==> config.mk <==
export PLATFORM = sky130hd
export DESIGN_NAME = mem_port_arbiter
export DESIGN_NICKNAME = d
export VERILOG_FILES = /design/src/rtl/mem_port_arbiter.sv
export SDC_FILE = /design/constraint.sdc
export NUM_CORES = 1
export LEC_CHECK = 0
export ABC_AREA = 1
export ABC_CLOCK_PERIOD_IN_PS = 2500
export CAP_MARGIN = 10
export CORE_AREA = 2 2 116 118
export DETAILED_ROUTE_END_ITERATION = 7
export DIE_AREA = 0 0 118 120
export GPL_TIMING_DRIVEN = 0
export PLACE_DENSITY = 0.85
export SLEW_MARGIN = 15
export SYNTH_ARGS = -nofsm -noshare
export SYNTH_HDL_FRONTEND = slang
export SYNTH_SLANG_ARGS = --single-unit
==> constraint.sdc <==
create_clock -name clk -period 2.5 [get_ports clk]
set_input_delay 0.375 -clock clk [delete_from_list [all_inputs] [get_ports clk]]
set_output_delay 0.375 -clock clk [all_outputs]
set_load 0.03 [all_outputs]
==> src/rtl/mem_port_arbiter.sv <==
// Single-ported SRAM arbiter shared by the IF (fetch) and MEM (load/store) stages.
// Each access sits WAIT_CYCLES cycles in BUSY, then the owner gets a single-cycle ready pulse in DONE.
module mem_port_arbiter #(
    parameter int ADDR_W      = 32,
    parameter int DATA_W      = 32,
    parameter int WAIT_CYCLES = 3
) (
    input  logic              clk,
    input  logic              rst,
    input  logic              if_req,
    input  logic [ADDR_W-1:0] if_addr,
    output logic [DATA_W-1:0] if_rdata,
    output logic              if_ready,
    input  logic              mem_rd_en,
    input  logic              mem_wr_en,
    input  logic [ADDR_W-1:0] mem_addr,
    input  logic [DATA_W-1:0] mem_wdata,
    output logic [DATA_W-1:0] mem_rdata,
    output logic              mem_ready,
    output logic              freeze_if,
    output logic              stall_mem,
    output logic              sram_en,
    output logic              sram_we,
    output logic [ADDR_W-1:0] sram_addr,
    output logic [DATA_W-1:0] sram_wdata,
    input  logic [DATA_W-1:0] sram_rdata
);

    localparam int                CNT_W    = $clog2(WAIT_CYCLES + 1);
    localparam logic [CNT_W-1:0] CNT_LOAD = CNT_W'(WAIT_CYCLES - 1);

    typedef enum logic [1:0] {IDLE, BUSY, DONE} state_t;
    typedef enum logic {OWN_IF, OWN_MEM} owner_t;

    state_t           state, state_nxt;
    owner_t           owner, last_owner;
    logic [CNT_W-1:0] cnt;
    logic             mem_pend;
    logic             grant_if, grant_mem;
    logic             busy_last;

    assign mem_pend  = mem_rd_en | mem_wr_en;
    assign freeze_if = if_req & ~if_ready;
    assign stall_mem = mem_pend & ~mem_ready;

    always_ff @(posedge clk) begin
        if (!rst) state <= IDLE;
        else      state <= state_nxt;
    end

    // Requests are only looked at in IDLE; DONE never grants, so a still-held
    // request that just completed is not issued a second time.
    always_comb begin
        state_nxt = state;
        grant_if  = 1'b0;
        grant_mem = 1'b0;
        busy_last = 1'b0;
        case (state)
            IDLE: begin
                if (mem_pend && if_req) begin
                    if (last_owner == OWN_MEM) grant_if  = 1'b1;
                    else                       grant_mem = 1'b1;
                end else if (mem_pend) begin
                    grant_mem = 1'b1;
                end else if (if_req) begin
                    grant_if = 1'b1;
                end
                if (grant_if || grant_mem) state_nxt = BUSY;
            end
            BUSY: begin
                if (cnt == '0) begin
                    busy_last = 1'b1;
                    state_nxt = DONE;
                end
            end
            DONE:    state_nxt = IDLE;
            default: state_nxt = IDLE;
        endcase
    end

    always_ff @(posedge clk) begin
        if (!rst) begin
            owner      <= OWN_IF;
            last_owner <= OWN_IF;
            cnt        <= '0;
            sram_en    <= 1'b0;
            sram_we    <= 1'b0;
            sram_addr  <= '0;
            sram_wdata <= '0;
            if_rdata   <= '0;
            mem_rdata  <= '0;
            if_ready   <= 1'b0;
            mem_ready  <= 1'b0;
        end else begin
            if_ready  <= busy_last && (owner == OWN_IF);
            mem_ready <= busy_last && (owner == OWN_MEM);
            if (grant_if || grant_mem) begin
                sram_en    <= 1'b1;
                // rd and wr both high is illegal; it resolves to a write
                sram_we    <= grant_mem && mem_wr_en;
                sram_addr  <= grant_mem ? mem_addr : if_addr;
                if (grant_mem && mem_wr_en) sram_wdata <= mem_wdata;
                owner      <= grant_mem ? OWN_MEM : OWN_IF;
                last_owner <= grant_mem ? OWN_MEM : OWN_IF;
                cnt        <= CNT_LOAD;
            end else if (state == BUSY) begin
                if (busy_last) begin
                    sram_en <= 1'b0;
                    sram_we <= 1'b0;
                    if (!sram_we) begin
                        if (owner == OWN_IF) if_rdata  <= sram_rdata;
                        else                 mem_rdata <= sram_rdata;
                    end
                end else begin
                    cnt <= cnt - CNT_W'(1);
                end
            end
        end
    end

endmodule

==> flow_metrics.env <==
export IMPL_die_area_um2=14200
export IMPL_core_um2=13000
export IMPL_ys_seq_elements=137
export IMPL_drc=0
export IMPL_hpwl_um=13400
export IMPL_die_h_um=120
export IMPL_tightest_slew_ps=513
export IMPL_synth_area_per_cell_um2=7.27
export IMPL_first_global_vias=5753
export IMPL_gr_usage_met1_pct=28.1
export IMPL_root_buffer="clkbuf_16"
export IMPL_syn_nets=917
export IMPL_io_pins=267
export IMPL_finalSetupTns_ps=0
export IMPL_syn_inst=784
export IMPL_max_freq_mhz=465
export IMPL_netlist_area_um2=5700
export IMPL_area_delta_synth_final_pct=61.7
export IMPL_cts_sinks=137
export IMPL_hold_violations=0
export IMPL_worstRegToRegCells=8
export IMPL_num_vias=6087
export IMPL_slew_violations=0
export IMPL_hp_class="in -> reg"
export IMPL_grt_overflow_total=0
export IMPL_maxCapViolations=0
export IMPL_grt_max_degree=17
export IMPL_path_max_fanout=3
export IMPL_wl_per_cell_um=14.1
export IMPL_antenna_found_initial=0
export IMPL_synth_warning_count=0
export IMPL_status="complete, no violations"
export IMPL_fin_ws_ps=350
export IMPL_holdBufCountCts=0
export IMPL_maxSlewHeadroom_pct=65.8
export IMPL_synth_seq_area_share_pct=48.1
export IMPL_drt_wl_total_um=17700
export IMPL_grt_use_total_pct=24.9
export IMPL_required_ps=2120
export IMPL_critPathKind="in -> out"
export IMPL_start_util_pct=43.9
export IMPL_grt_use_met2_pct=43.9
export IMPL_post_route_min_period_ps=2150
export IMPL_peakVddDrop_v=0.000526
export IMPL_cts_inserted_buffers=17
export IMPL_place_congestion=0.866
export IMPL_busiest_layer="met2"
export IMPL_synth_distinct_cells=24
export IMPL_clock_latency_ps=420
export IMPL_cts_tree="done"
export IMPL_rsz0062_at_grt="false"
export IMPL_route_antenna_remaining_nets=0
export IMPL_end_kind="output pin"
export IMPL_rrSetupSlack_ps=930
export IMPL_preCtsSetupSlack_ps=341
export IMPL_cts_clk_slew_worst_paths_ps=60
export IMPL_htree_num_levels=4
export IMPL_clk_path_buf_depth=2
export IMPL_nets=1200
export IMPL_cts_resized=0
export IMPL_min_period_over_period_pct=86.0
export IMPL_die_x_um=118
export IMPL_viasPerCell=4.85
export IMPL_arrival_ps=1770
export IMPL_crit_path_start="mem_rd_en"
export IMPL_r2r_end="if_rdata[28]"
export IMPL_power_leakage_nw=3.92
export IMPL_fill_cells=1058
export IMPL_grt_first_pass_wirelength_um=28200
export IMPL_r2r_start="state[0]"
export IMPL_drtIter0Drc=316
export IMPL_use_met3_pct=6.94
export IMPL_finalPower_w=0.00794
export IMPL_drive_gt1_share_pct=7.78
export IMPL_diodes=0
export IMPL_setup_viol=0
export IMPL_post_cts_setup_buffers=0
export IMPL_numPortBuffers=264
export IMPL_finClkSkew_ps=6.88
export IMPL_worstSetupStartpointType="input port"
export IMPL_rows=42
export IMPL_crit_end="stall_mem"
export IMPL_power_density_nw_per_um2=861
export IMPL_drt_pass1_iter_count=5
==> area by class of cell <==
type                            count  area (um^2)  share of cell area [%]
Sequential cell                   137         2740                    29.8
Timing Repair Buffer              264         2640                    28.7
Multi-Input combinational cell    517         2370                    25.7
Clock buffer                       20          457                    4.96
Buffer                             56          310                    3.37
Inverter                           74          278                    3.02
Tap cell                          176          220                    2.39
Clock inverter                     12          196                    2.13
==> sequential cells by signal, indices dropped and copies added, names as in the netlist <==
name and count:
cnt 2, if_rdata 32, if_ready 1, last_owner 1, mem_rdata 32, mem_ready 1
sram_addr 32, sram_en 1, sram_wdata 32, sram_we 1, state 2
==> cells in the final DEF (no fill, tap or decap), drive strengths merged <==
master and instances:
clkdlybuf4s50 264, nand2 172, nor2 142, dfxtp 137, nand3 132, inv 74, buf 44, a21oi 35
clkbuf 32, o211ai 31, clkinv 7, bufinv 5, o21ai 2, o22ai 1, nand3b 1, a211oi 1
==> worst min path at each step <==
stage,start,to,slack [ps],cells after the start
final,mem_wr_en,sram_wdata[0],270,3
after global routing,mem_wr_en,sram_wdata[31],280,3
after CTS,mem_wr_en,sram_wdata[0],260,3
after detailed placement,sram_wdata[14],sram_wdata[14],450,2
after global placement,sram_wdata[6],sram_wdata[6],450,2
after floorplan,cnt[0],cnt[0],450,2
==> synth_stat cells <==
library cell	n	area [um^2]
a211oi_1	1	7.51
a21oi_1	34	170
a21oi_4	1	16.3
buf_1	7	26.3
buf_2	26	130
buf_4	4	30.0
buf_6	7	78.8
clkbuf_1	12	45.0
dfxtp_1	137	2740
inv_1	73	274
inv_2	1	3.75
nand2_1	167	627
nand2_2	3	18.8
nand2_4	2	22.5
nand3_1	131	656
nand3_2	1	10.0
nand3b_1	1	7.51
nor2_1	134	503
nor2_2	4	25.0
nor2_4	3	33.8
nor2_8	1	20.0
o211ai_1	31	233
o21ai_0	2	10.0
o22ai_1	1	6.26
==> cell families after synthesis <==
kind of cell | Yosys count | synth area share, %
AND/OR/NAND/NOR | 447 | 33.8
buffers and inverters | 130 | 10.3
flip-flops | 137 | 48.1
AO/OA/AOI/OAI | 70 | 7.78
==> critical path, cell delays in order <==
cell	delay, ps
clkdlybuf4s50_1	560
nor2_8	70
nor2_1	80
clkdlybuf4s50_1	690
==> through the flow <==
step                hold slack [ps]  std cells  instance area (um^2)  utilization (%)
global placement                447       1224                  8560             65.9
floorplan                       450        784                  5700                -
finish                          267       1256                  9210             71.0
detailed placement              452       1224                  8560             65.9
CTS                             263       1256                  9210             71.0
global route                    276       1256                  9210             71.0
==> per-layer routing <==
layer  up-vias  routed length [um]
met5         -                   0
met4         0                 551
met3        47                1230
met2       229                8860
met1      2744                7090
li1       3067                   -
==> power breakdown <==
part           switching (W)  leakage, nW  internal [W]
logic                0.00152         2.47       0.00101
registers           0.000160         1.12       0.00248
clock network       0.000949        0.324       0.00182
No activity file was read; power rests on OpenSTA's default activity.
